<file path="src/rtl/hazard_pkg.sv">
// Shared opcode constants and FSM state type for the 3-stage core hazard controller.
package hazard_pkg;

  localparam logic [6:0] OP_R      = 7'b0110011;
  localparam logic [6:0] OP_I      = 7'b0010011;
  localparam logic [6:0] OP_LOAD   = 7'b0000011;
  localparam logic [6:0] OP_STORE  = 7'b0100011;
  localparam logic [6:0] OP_BRANCH = 7'b1100011;
  localparam logic [6:0] OP_JAL    = 7'b1101111;
  localparam logic [6:0] OP_JALR   = 7'b1100111;
  localparam logic [6:0] OP_LUI    = 7'b0110111;
  localparam logic [6:0] OP_AUIPC  = 7'b0010111;
  localparam logic [6:0] OP_SYSTEM = 7'b1110011;

  typedef enum logic [1:0] {
    RUN,
    LD_STALL,
    FLUSH,
    MDU_WAIT
  } hz_state_e;

  function automatic int unsigned max_u(input int unsigned a, input int unsigned b);
    return (a > b) ? a : b;
  endfunction

endpackage

</file>
<file path="src/rtl/hazard_ctrl_unit_if.sv">
// Decoder/pipeline-side signal bundle of the hazard controller.
interface hazard_ctrl_unit_if #(
  parameter int unsigned RA_W  = 5,
  parameter int unsigned CNT_W = 16
);
  logic [RA_W-1:0]  rs1_s2;
  logic [RA_W-1:0]  rs2_s2;
  logic [6:0]       opcode_s2;
  logic [RA_W-1:0]  rd_s3;
  logic             reg_wr_s3;
  logic             is_load_s3;
  logic             br_taken_s2;
  logic             mret_s2;
  logic             trap_req;
  logic             mdu_busy;
  logic             fwd_rs1;
  logic             fwd_rs2;
  logic             stall_s1;
  logic             stall_s2;
  logic             bubble_s3;
  logic             flush_s1;
  logic             flush_s2;
  logic [CNT_W-1:0] stall_cnt;

  modport master (
    output rs1_s2, rs2_s2, opcode_s2, rd_s3, reg_wr_s3, is_load_s3,
    output br_taken_s2, mret_s2, trap_req, mdu_busy,
    input  fwd_rs1, fwd_rs2, stall_s1, stall_s2, bubble_s3, flush_s1, flush_s2, stall_cnt
  );

  modport slave (
    input  rs1_s2, rs2_s2, opcode_s2, rd_s3, reg_wr_s3, is_load_s3,
    input  br_taken_s2, mret_s2, trap_req, mdu_busy,
    output fwd_rs1, fwd_rs2, stall_s1, stall_s2, bubble_s3, flush_s1, flush_s2, stall_cnt
  );
endinterface

</file>
<file path="src/rtl/hazard_fwd_dec.sv">
// Operand-use decode and S3->S2 register match: forwarding selects and load-use detect.
module hazard_fwd_dec
  import hazard_pkg::*;
#(
  parameter int unsigned RA_W = 5
) (
  input  logic [RA_W-1:0] i_rs1_s2,
  input  logic [RA_W-1:0] i_rs2_s2,
  input  logic [6:0]      i_opcode_s2,
  input  logic [RA_W-1:0] i_rd_s3,
  input  logic            i_reg_wr_s3,
  input  logic            i_is_load_s3,
  output logic            o_fwd_rs1,
  output logic            o_fwd_rs2,
  output logic            o_ld_haz
);

  logic w_use1;
  logic w_use2;
  logic w_wr_ok;
  logic w_hit1;
  logic w_hit2;

  always_comb begin
    w_use1 = 1'b0;
    w_use2 = 1'b0;
    case (i_opcode_s2)
      OP_R, OP_STORE, OP_BRANCH: begin
        w_use1 = 1'b1;
        w_use2 = 1'b1;
      end
      OP_I, OP_LOAD, OP_JALR: w_use1 = 1'b1;
      OP_LUI, OP_AUIPC, OP_JAL, OP_SYSTEM: ;
      default: ;
    endcase
  end

  // x0 is never a real producer, so writes to it must not match.
  assign w_wr_ok   = i_reg_wr_s3 & (i_rd_s3 != '0);
  assign w_hit1    = w_use1 & w_wr_ok & (i_rs1_s2 == i_rd_s3);
  assign w_hit2    = w_use2 & w_wr_ok & (i_rs2_s2 == i_rd_s3);
  assign o_fwd_rs1 = w_hit1 & ~i_is_load_s3;
  assign o_fwd_rs2 = w_hit2 & ~i_is_load_s3;
  assign o_ld_haz  = (w_hit1 | w_hit2) & i_is_load_s3;

endmodule

</file>
<file path="src/rtl/hazard_ctrl_unit.sv">
// Hazard controller: stall/flush sequencing FSM, saturating stall counter, forwarding decode.
module hazard_ctrl_unit
  import hazard_pkg::*;
#(
  parameter int unsigned RA_W         = 5,
  parameter int unsigned LD_STALL_CYC = 1,
  parameter int unsigned FLUSH_CYC    = 1,
  parameter int unsigned CNT_W        = 16
) (
  input  logic               clk,
  input  logic               rst_n,
  hazard_ctrl_unit_if.slave  io_bus
);

  localparam int unsigned  CW        = max_u(LD_STALL_CYC, FLUSH_CYC);
  localparam logic [CW-1:0] CNT_ONE   = CW'(1);
  localparam logic [CW-1:0] LD_RELOAD = CW'(LD_STALL_CYC - 1);
  localparam logic [CW-1:0] FL_RELOAD = CW'(FLUSH_CYC - 1);

  hz_state_e        r_state;
  hz_state_e        w_state_nxt;
  logic [CW-1:0]    r_cnt;
  logic [CW-1:0]    w_cnt_nxt;
  logic [CNT_W-1:0] r_stall_cnt;
  logic             w_ld_haz;
  logic             w_redirect;
  logic             w_stall;
  logic             w_flush1;
  logic             w_flush2;

  hazard_fwd_dec #(
    .RA_W(RA_W)
  ) u_fwd_dec (
    .i_rs1_s2    (io_bus.rs1_s2),
    .i_rs2_s2    (io_bus.rs2_s2),
    .i_opcode_s2 (io_bus.opcode_s2),
    .i_rd_s3     (io_bus.rd_s3),
    .i_reg_wr_s3 (io_bus.reg_wr_s3),
    .i_is_load_s3(io_bus.is_load_s3),
    .o_fwd_rs1   (io_bus.fwd_rs1),
    .o_fwd_rs2   (io_bus.fwd_rs2),
    .o_ld_haz    (w_ld_haz)
  );

  assign w_redirect = io_bus.br_taken_s2 | io_bus.mret_s2;

  always_comb begin
    w_state_nxt = r_state;
    w_cnt_nxt   = r_cnt;
    w_stall     = 1'b0;
    w_flush1    = 1'b0;
    w_flush2    = 1'b0;
    if (io_bus.trap_req) begin
      // A trap overrides every state, including an ongoing flush (which restarts).
      w_flush1    = 1'b1;
      w_flush2    = 1'b1;
      w_cnt_nxt   = FL_RELOAD;
      w_state_nxt = (FLUSH_CYC > 1) ? FLUSH : RUN;
    end else begin
      unique case (r_state)
        RUN: begin
          if (w_redirect) begin
            w_flush1    = 1'b1;
            w_cnt_nxt   = FL_RELOAD;
            w_state_nxt = (FLUSH_CYC > 1) ? FLUSH : RUN;
          end else if (w_ld_haz) begin
            w_stall     = 1'b1;
            w_cnt_nxt   = LD_RELOAD;
            w_state_nxt = (LD_STALL_CYC > 1) ? LD_STALL : RUN;
          end else if (io_bus.mdu_busy) begin
            w_stall     = 1'b1;
            w_state_nxt = MDU_WAIT;
          end
        end
        LD_STALL: begin
          // Redirects are ignored here: S2 operands are stale until the stall ends.
          w_stall   = 1'b1;
          w_cnt_nxt = r_cnt - CNT_ONE;
          if (r_cnt == CNT_ONE) w_state_nxt = RUN;
        end
        FLUSH: begin
          w_flush1  = 1'b1;
          w_cnt_nxt = r_cnt - CNT_ONE;
          if (r_cnt == CNT_ONE) w_state_nxt = RUN;
        end
        MDU_WAIT: begin
          if (io_bus.mdu_busy) w_stall = 1'b1;
          else                 w_state_nxt = RUN;
        end
      endcase
    end
  end

  always_ff @(posedge clk or negedge rst_n) begin
    if (!rst_n) begin
      r_state     <= RUN;
      r_cnt       <= '0;
      r_stall_cnt <= '0;
    end else begin
      r_state <= w_state_nxt;
      r_cnt   <= w_cnt_nxt;
      if (w_stall && (r_stall_cnt != '1)) r_stall_cnt <= r_stall_cnt + CNT_W'(1);
    end
  end

  // Enables are forced low for the whole reset assertion, not just from the next edge.
  assign io_bus.stall_s1  = w_stall & rst_n;
  assign io_bus.stall_s2  = w_stall & rst_n;
  assign io_bus.bubble_s3 = w_stall & rst_n;
  assign io_bus.flush_s1  = w_flush1 & rst_n;
  assign io_bus.flush_s2  = w_flush2 & rst_n;
  assign io_bus.stall_cnt = r_stall_cnt;

endmodule
</file>
<file path="src/flat_wrapper.sv">
// flat-port wrapper written by rule: the top's interface ports become plain ports
module hazard_ctrl_unit_flat import hazard_pkg::*;
#(
  parameter int unsigned RA_W         = 5,
  parameter int unsigned LD_STALL_CYC = 1,
  parameter int unsigned FLUSH_CYC    = 1,
  parameter int unsigned CNT_W        = 16
)
  (clk, rst_n, io_bus_rs1_s2, io_bus_rs2_s2, io_bus_opcode_s2, io_bus_rd_s3, io_bus_reg_wr_s3, io_bus_is_load_s3, io_bus_br_taken_s2, io_bus_mret_s2, io_bus_trap_req, io_bus_mdu_busy, io_bus_fwd_rs1, io_bus_fwd_rs2, io_bus_stall_s1, io_bus_stall_s2, io_bus_bubble_s3, io_bus_flush_s1, io_bus_flush_s2, io_bus_stall_cnt);
  hazard_ctrl_unit_if #(.RA_W(RA_W), .CNT_W(CNT_W)) io_bus_i ();
  input  logic clk;
  input  logic rst_n;
  input wire logic [$bits(io_bus_i.rs1_s2)-1:0] io_bus_rs1_s2;
  input wire logic [$bits(io_bus_i.rs2_s2)-1:0] io_bus_rs2_s2;
  input wire logic [$bits(io_bus_i.opcode_s2)-1:0] io_bus_opcode_s2;
  input wire logic [$bits(io_bus_i.rd_s3)-1:0] io_bus_rd_s3;
  input wire logic [$bits(io_bus_i.reg_wr_s3)-1:0] io_bus_reg_wr_s3;
  input wire logic [$bits(io_bus_i.is_load_s3)-1:0] io_bus_is_load_s3;
  input wire logic [$bits(io_bus_i.br_taken_s2)-1:0] io_bus_br_taken_s2;
  input wire logic [$bits(io_bus_i.mret_s2)-1:0] io_bus_mret_s2;
  input wire logic [$bits(io_bus_i.trap_req)-1:0] io_bus_trap_req;
  input wire logic [$bits(io_bus_i.mdu_busy)-1:0] io_bus_mdu_busy;
  output wire logic [$bits(io_bus_i.fwd_rs1)-1:0] io_bus_fwd_rs1;
  output wire logic [$bits(io_bus_i.fwd_rs2)-1:0] io_bus_fwd_rs2;
  output wire logic [$bits(io_bus_i.stall_s1)-1:0] io_bus_stall_s1;
  output wire logic [$bits(io_bus_i.stall_s2)-1:0] io_bus_stall_s2;
  output wire logic [$bits(io_bus_i.bubble_s3)-1:0] io_bus_bubble_s3;
  output wire logic [$bits(io_bus_i.flush_s1)-1:0] io_bus_flush_s1;
  output wire logic [$bits(io_bus_i.flush_s2)-1:0] io_bus_flush_s2;
  output wire logic [$bits(io_bus_i.stall_cnt)-1:0] io_bus_stall_cnt;
  assign io_bus_i.rs1_s2 = io_bus_rs1_s2;
  assign io_bus_i.rs2_s2 = io_bus_rs2_s2;
  assign io_bus_i.opcode_s2 = io_bus_opcode_s2;
  assign io_bus_i.rd_s3 = io_bus_rd_s3;
  assign io_bus_i.reg_wr_s3 = io_bus_reg_wr_s3;
  assign io_bus_i.is_load_s3 = io_bus_is_load_s3;
  assign io_bus_i.br_taken_s2 = io_bus_br_taken_s2;
  assign io_bus_i.mret_s2 = io_bus_mret_s2;
  assign io_bus_i.trap_req = io_bus_trap_req;
  assign io_bus_i.mdu_busy = io_bus_mdu_busy;
  assign io_bus_fwd_rs1 = io_bus_i.fwd_rs1;
  assign io_bus_fwd_rs2 = io_bus_i.fwd_rs2;
  assign io_bus_stall_s1 = io_bus_i.stall_s1;
  assign io_bus_stall_s2 = io_bus_i.stall_s2;
  assign io_bus_bubble_s3 = io_bus_i.bubble_s3;
  assign io_bus_flush_s1 = io_bus_i.flush_s1;
  assign io_bus_flush_s2 = io_bus_i.flush_s2;
  assign io_bus_stall_cnt = io_bus_i.stall_cnt;
  hazard_ctrl_unit #(.RA_W(RA_W), .LD_STALL_CYC(LD_STALL_CYC), .FLUSH_CYC(FLUSH_CYC), .CNT_W(CNT_W)) u_core (.clk(clk), .rst_n(rst_n), .io_bus(io_bus_i));
endmodule
</file>
<file path="config.mk">
export PLATFORM = sky130hd
export DESIGN_NAME = hazard_ctrl_unit_flat
export DESIGN_NICKNAME = d
export VERILOG_FILES = /design/src/rtl/hazard_pkg.sv /design/src/rtl/hazard_ctrl_unit_if.sv /design/src/rtl/hazard_fwd_dec.sv /design/src/rtl/hazard_ctrl_unit.sv /design/src/flat_wrapper.sv
export SDC_FILE = /design/constraint.sdc
export NUM_CORES = 1
export LEC_CHECK = 0
export ABC_AREA = 1
export CORE_ASPECT_RATIO = 2
export CORE_MARGIN = 2
export CORE_UTILIZATION = 36
export CTS_CLUSTER_SIZE = 24
export DETAILED_ROUTE_END_ITERATION = 8
export PLACE_DENSITY = 0.67
export SYNTH_ARGS = -nofsm -noshare
export SYNTH_HDL_FRONTEND = slang
export SYNTH_HIERARCHICAL = 1
export SYNTH_SLANG_ARGS = --single-unit
</file>
<file path="constraint.sdc">
create_clock -name clk -period 3.49 [get_ports clk]
set_input_delay 1.047 -clock clk [delete_from_list [all_inputs] [get_ports clk]]
set_output_delay 1.047 -clock clk [all_outputs]
set_load 0.01 [all_outputs]
</file>
After elaboration in Yosys (flattened, before gate mapping)
Cells that the tools add are included.
{"block": "classes", "n_bitwise": 14, "reduce_logical": 9, "n_mux": 22, "n_eq_ne": 16, "add_sub_neg": 2}
{"op": "$add A16 B1 Y16 const B", "count": 1}
{"op": "$ne A16 B16 Y1 const B", "count": 1}
{"op": "$eq A7 B6 Y1 const B", "count": 2}
{"op": "$eq A7 B7 Y1 const B", "count": 2}
{"op": "$mux W1", "count": 12}
{"op": "$mux W2", "count": 6}
{"op": "$and A1 B1 Y1", "count": 11}
{"op": "$eq A5 B5 Y1", "count": 2}
{"op": "$eq A7 B2 Y1 const B", "count": 1}
{"op": "$eq A7 B5 Y1 const B", "count": 1}
{"op": "$pmux W2 S3", "count": 1}
{"op": "$reduce_or A6 Y1", "count": 1}
{"op": "$ne A5 B4 Y1 const B", "count": 1}
{"op": "$reduce_bool A5 Y1", "count": 1}
{"op": "$eq A2 B2 Y1 const B", "count": 2}
{"op": "$ne A4 B3 Y1 const B", "count": 1}
{"op": "$pmux W1 S2", "count": 2}
{"op": "$ne A3 B1 Y1 const B", "count": 1}
{"op": "$ne A3 B3 Y1 const B", "count": 1}
{"op": "$pmux W1 S3", "count": 1}
{"op": "$reduce_and A3 Y1", "count": 1}
{"op": "$reduce_bool A3 Y1", "count": 1}
{"op": "$reduce_or A3 Y1", "count": 1}
{"op": "$eq A2 B1 Y1 const B", "count": 1}
{"op": "7 further kinds", "count": 8}
{"block": "word_totals", "in_bits": 30, "word_cells": 66, "register_bits": 19}

Depth between registers and ports, before layout
{"block": "depth", "word_depth": 12, "depth_mapped": 16, "depth_no_buf": 15}

Cells and area by module
The synthesis kept the hierarchy.
{"module": "hazard_ctrl_unit", "instances": 1, "seq_area_each_um2": 425.4, "area_per_inst_um2": 1193.6, "cells_per_inst": 172}
{"module": "hazard_fwd_dec", "instances": 1, "seq_area_each_um2": 0.0, "area_per_inst_um2": 326.6, "cells_per_inst": 74}

Least setup slack after synthesis
OpenSTA, ideal clock, no wires.
{"block": "synth_path", "path_type": "input-to-output", "start": "in io_bus_opcode_s2[2]", "end": "out io_bus_stall_s1", "setup_slack_ns": 0.277, "stages": 12, "t_arrival_ns": 2.166, "path_cell_list": "inv_1 > nand2_1 > nor2_1 > nand2_1 > nor2_2 > nand3_2 > a21oi_2 > nand2_1 > nand2_1 > nand2_2 > nor2_1 > buf_4"}
{"block": "synth_between", "elab_chain_len": 12, "elab_cells_between_ends": 21, "classes_between": "eq/ne: 6; mux: 6; bitwise: 7; reduce/logical: 2"}
{"item": "from (decl)", "line": "flat_wrapper.sv:15", "rtl": "input wire logic [$bits(io_bus_i.opcode_s2)-1:0] io_bus_opcode_s2;"}
{"item": "$eq A7 B6 Y1, or another cell as far along", "line": "hazard_fwd_dec.sv:27", "rtl": "case (i_opcode_s2)"}
{"item": "$reduce_or A6 Y1 (no source line) or $reduce_or A3 Y1 (tied branches)"}
{"item": "$mux W1", "line": "hazard_fwd_dec.sv:27"}
{"item": "$and A1 B1 Y1 (on tied branches) (2 in series)", "line": "hazard_fwd_dec.sv:40, hazard_fwd_dec.sv:41"}
{"item": "$or A1 B1 Y1 *", "line": "hazard_fwd_dec.sv:44", "rtl": "assign o_ld_haz = (w_hit1 | w_hit2) & i_is_load_s3;"}
{"item": "$and A1 B1 Y1 *", "line": "hazard_fwd_dec.sv:44"}
{"item": "named net u_core.w_ld_haz", "line": "hazard_ctrl_unit.sv:25", "rtl": "logic w_ld_haz;"}
{"item": "$mux W1 *", "line": "hazard_ctrl_unit.sv:66", "rtl": "end else if (w_ld_haz) begin"}
{"item": "$mux W1 *", "line": "hazard_ctrl_unit.sv:62", "rtl": "if (w_redirect) begin"}
{"item": "$pmux W1 S3 *", "line": "hazard_ctrl_unit.sv:60", "rtl": "unique case (r_state)"}
{"item": "$mux W1 *", "line": "hazard_ctrl_unit.sv:53", "rtl": "if (io_bus.trap_req) begin"}
{"item": "$and A1 B1 Y1 *"}
{"item": "to (decl)", "line": "flat_wrapper.sv:25", "rtl": "output wire logic [$bits(io_bus_i.stall_s1)-1:0] io_bus_stall_s1;"}
The timed path passes the listed nets; every way through them passes the cells marked *.

Worst setup path in the final report
{"block": "layout_path", "start": "in io_bus_opcode_s2[6]", "end": "out io_bus_stall_s1"}
{"block": "layout_between", "elab_chain_len": 12, "elab_cells_between_ends": 21, "classes_between": "eq/ne: 6; mux: 6; bitwise: 7; reduce/logical: 2"}
{"item": "$eq A7 B6 Y1, or another cell as far along", "line": "hazard_fwd_dec.sv:27"}
{"item": "$reduce_or A6 Y1 (no source line) or $reduce_or A3 Y1 (tied branches)"}
{"item": "$mux W1", "line": "hazard_fwd_dec.sv:27"}
{"item": "$and A1 B1 Y1 (on tied branches) (2 in series)", "line": "hazard_fwd_dec.sv:40, hazard_fwd_dec.sv:41"}
{"item": "$or A1 B1 Y1 *", "line": "hazard_fwd_dec.sv:44"}
{"item": "$and A1 B1 Y1 *", "line": "hazard_fwd_dec.sv:44"}
{"item": "named net u_core.w_ld_haz", "line": "hazard_ctrl_unit.sv:25"}
{"item": "$mux W1 *", "line": "hazard_ctrl_unit.sv:66"}
{"item": "$mux W1 *", "line": "hazard_ctrl_unit.sv:62"}
{"item": "$pmux W1 S3 *", "line": "hazard_ctrl_unit.sv:60"}
{"item": "$mux W1 *", "line": "hazard_ctrl_unit.sv:53"}
{"item": "$and A1 B1 Y1 *", "line": "hazard_ctrl_unit.sv:107", "rtl": "assign io_bus.stall_s1 = w_stall & rst_n;"}
Marks and branches as above.

==> impl_metrics.yaml <==
outcome:
  run_status: "completed"
detailed_routing:
  antenna_violating_nets_post_route: 0
  drt-initial-drc-count: 21
  route.detailed.drc: 0
  wirelength_mm: 4.19
  avgRoutedWirePerCell_microns: 11.4
  routed_via_density: 4.68
  drt_pre_antenna_iters: 4
  num_vias: 1713
worst_setup_path:
  setup_crit_start_kind: "input pin"
  crit_fanout: 3
  rrSetupSlack_ns: 1.39
  worstSetupEndpointType: "output pin"
  worst_setup_path_endpoint: "io_bus_stall_s1"
  r2r-start: "u_core/r_state[0]"
  worst_ep_arrival_time_ns: 2.32
  timing.reg2reg.worst_path_depth: 16
  critical_path.reg2reg.endpoint: "u_core/io_bus.stall_cnt[13]"
  setup.worst_path.start: "io_bus_opcode_s2[6]"
  setup.worst_path.class: "in -> out"
  worstPathRequired_ns: 2.44
clocking:
  clock_path_buffers: 2
  number_of_h_tree_levels: 1
  cts.sinks: 17
  tritoncts_clock_tree: "done"
  cts_root_buffer: "sky130_fd_sc_hd__clkbuf_8"
  clock_slew_seen_by_the_registers_of_the_worst_setup_and_hold_paths_ns: 0.06
  worst_skew_pair.late_latency_ns: 0.25
  tritoncts.num_buffers: 3
cells_and_area:
  stdcell_area_sq_um: 2230
  layout_common_cells: "sky130_fd_sc_hd__nand2_1, sky130_fd_sc_hd__inv_1, sky130_fd_sc_hd__clkdlybuf4s50_1, sky130_fd_sc_hd__nor2_1, sky130_fd_sc_hd__dfrtp_1"
  area.growth.synth_to_final_pct: 46.7
  commonest_non_fill_non_tap_cell_in_the_layout: "sky130_fd_sc_hd__nand2_1"
  filler_cell_count: 400
  antennaDiodeCount: 0
  multiInputGateArea_sq_um: 947
  post_route_cells_drive_above_1_share_pct: 21.7
  nets: 346
  seq_area_sq_um: 425
power_and_ir_drop:
  worst_ir_drop_vdd_v: 0.000249
  power_leakage_nw: 1.19
  power_density_nw_per_um2: 260
synthesis:
  yosys-mux-area-fraction_pct: 0
  synthesized_cell_area_sq_um: 1520
  synth-simple-area-share_pct: 52.9
  synth_fp_nets: 277
  synthXorXnorAreaFrac_pct: 4.61
  synth-compound-area-share_pct: 1.23
  synthesis.yosys.warnings: 6
  flops_latches_synth: 17
  post_synth_fa_ha_maj_area_fraction_pct: 0.823
  synth.lib_cells_used.distinct: 26
  syn-instance-count: 246
  synth_top_family_by_area: "simple AND/OR/NAND/NOR gates"
  post_synth.cell_area_avg_sq_um: 6.18
  yosysSeqAreaShare_pct: 28.0
grt:
  grt_first_pass_wirelength_mm: 6.82
  grt_start_max_net_pins: 16
  via_count_of_the_first_global_routing_pass: 1642
  number_of_antenna_violations_at_the_first_check_in_global_routing: 0
  grt_util_all_layers_pct: 18.5
  grt-ovfl-total: 0
floorplan:
  fp.dieW_microns: 50.0
  core.rowCount: 33
  initial_core_util_pct: 37.2
  top_level_port_count: 53
  die_y_microns: 95.9
  placeable_core_region_sq_um: 4090
  die_area_sq_um: 4790
sta:
  finalWorstPathRequiredPeriod_ns: 3.37
  max_freq_mhz: 297
  number_of_pins_with_negative_max_slew_slack_in_the_final_report: 0
  hold_viol_final: 0
  finalSetupViolCount: 0
  worstMarginPinSlew_ns: 0.298
  max_slew_margin_pct: 80.1
  fin_worst_hold_slack_ns: 0.555
  finClkSkew_ns: 0.00785
  period_share_pct: 96.5
placed_design:
  gpl.final_weighted_congestion: 0.830
  hpwl_mm: 3.21
  placed_area_sq_um: 2110
  numPortBuffers: 52
hold_path:
  worst_hold_path_type: "reg -> reg"
job:
  cap_viol_max_count: 0
==> sequential cells by signal, indices dropped and copies added (netlist names) <==
register and flops:
u_core/io_bus.stall_cnt 16, u_core/r_state 1
==> metal layers <==
layer  global-route usage [%]  vias up  wire length, microns  share of wire (%)
met1                     16.9      777                  1440                 34
li1                         -      874                     -                  -
met2                     39.3       58                  2510                 60
met3                     2.17        4                   187                4.5
met4                     7.18        0                    57                1.4
met5                        0        -                     0                  0
==> per-stage QoR <==
| stage | setup TNS, ns | cells | setup slack [ns] | util, % | power (mW) |
|---|---|---|---|---|---|
| 4_1_cts | 0 | 365 | 0.000560 | 53.5 | 0.581 |
| 3_3_place_gp | -2.59 | 353 | -0.661 | 51.7 | 0.433 |
| 3_5_place_dp | -2.66 | 353 | -0.689 | 51.7 | 0.436 |
| 2_1_floorplan | 0 | 246 | 0.277 | - | 0.335 |
| 6_report | 0 | 366 | 0.123 | 54.5 | 0.580 |
| 5_1_grt | -0.00932 | 366 | -0.00383 | 54.5 | 0.617 |
==> how the worst min path moves through the flow <==
| stage | start | to | slack, ns | cells after the start |
|---|---|---|---|---|
| 3_3_place_gp | u_core/io_bus.stall_cnt[1] | u_core/io_bus.stall_cnt[1] | 0.54 | 2 |
| 2_1_floorplan | u_core/r_state[0] | u_core/r_state[0] | 0.55 | 4 |
| 6_report | u_core/io_bus.stall_cnt[15] | u_core/io_bus.stall_cnt[15] | 0.56 | 2 |
| 3_5_place_dp | u_core/io_bus.stall_cnt[15] | u_core/io_bus.stall_cnt[15] | 0.55 | 2 |
| 4_1_cts | u_core/io_bus.stall_cnt[15] | u_core/io_bus.stall_cnt[15] | 0.56 | 2 |
| 5_1_grt | u_core/io_bus.stall_cnt[14] | u_core/io_bus.stall_cnt[14] | 0.59 | 2 |
==> cell usage after synthesis <==
master                     instances  area, sq um
sky130_fd_sc_hd__xor2_1            4         35.0
sky130_fd_sc_hd__inv_1            33          124
sky130_fd_sc_hd__and3_1            1         6.26
sky130_fd_sc_hd__buf_4             2         15.0
sky130_fd_sc_hd__ha_1              1         12.5
sky130_fd_sc_hd__nand3_1           9         45.0
sky130_fd_sc_hd__nand3_4           1         17.5
sky130_fd_sc_hd__buf_6             1         11.3
sky130_fd_sc_hd__nand3b_1          1         7.51
sky130_fd_sc_hd__nor2_2            1         6.26
sky130_fd_sc_hd__inv_2             4         15.0
sky130_fd_sc_hd__o21ai_0           1         5.00
sky130_fd_sc_hd__nor2_4            3         33.8
sky130_fd_sc_hd__xnor2_1           4         35.0
sky130_fd_sc_hd__nand4_1           5         31.3
sky130_fd_sc_hd__nand4_2           1         12.5
sky130_fd_sc_hd__o21ai_1           1         5.00
sky130_fd_sc_hd__nand2_1         110          413
sky130_fd_sc_hd__nor2_8            1         20.0
sky130_fd_sc_hd__nand3_2           3         30.0
sky130_fd_sc_hd__nor2_1           25         93.8
sky130_fd_sc_hd__clkinv_1          1         3.75
sky130_fd_sc_hd__nand2_2          14         87.6
sky130_fd_sc_hd__dfrtp_1          17          425
sky130_fd_sc_hd__a21oi_2           1         8.76
sky130_fd_sc_hd__buf_12            1         20.0
==> report_power, final <==
part / leakage (nW) / switching [mW] / internal, mW / total (mW)
registers: 0.233 / 0.0349 / 0.214 / 0.249
clock network: 0.0228 / 0.0698 / 0.0811 / 0.151
logic: 0.938 / 0.0873 / 0.0928 / 0.180
==> worst max-delay path, cell delays in order <==
cell,delay [ns]
sky130_fd_sc_hd__clkdlybuf4s15_1,0.19
sky130_fd_sc_hd__inv_2,0.07
sky130_fd_sc_hd__nand2_1,0.04
sky130_fd_sc_hd__nand2_1,0.06
sky130_fd_sc_hd__nand2_1,0.06
sky130_fd_sc_hd__nor2_2,0.11
sky130_fd_sc_hd__nand3_2,0.10
sky130_fd_sc_hd__a21oi_2,0.15
sky130_fd_sc_hd__nand2_1,0.08
sky130_fd_sc_hd__nand2_1,0.07
sky130_fd_sc_hd__nand2_2,0.07
sky130_fd_sc_hd__nor2_4,0.14
sky130_fd_sc_hd__buf_6,0.12
==> final cells by class <==
cell class              instances  area share (%)
inverters                      38            6.57
multi-input cells             188            42.5
well taps                      52            2.92
flip-flops and latches         17            19.1
clock buffers                   4            2.02
repair buffers                 67            26.9
==> repair_timing <==
item / in CTS / in global routing
cloned: 0 / 1
pin swaps: 20 / 20
buffers inserted: 8 / 0
gates resized for setup: 43 / 35
hold buffers: 0 / 0
endpoints found under the setup margin: 6 / 19
==> logic make-up after synthesis <==
family                   Yosys count
AND/OR/NAND/NOR                  175
buffers and inverters             42
flip-flops                        17
XOR/XNOR                           8
AO/OA/AOI/OAI                      3
adder cells (fa/ha/maj)            1
(Power assumes the default switching activity.)
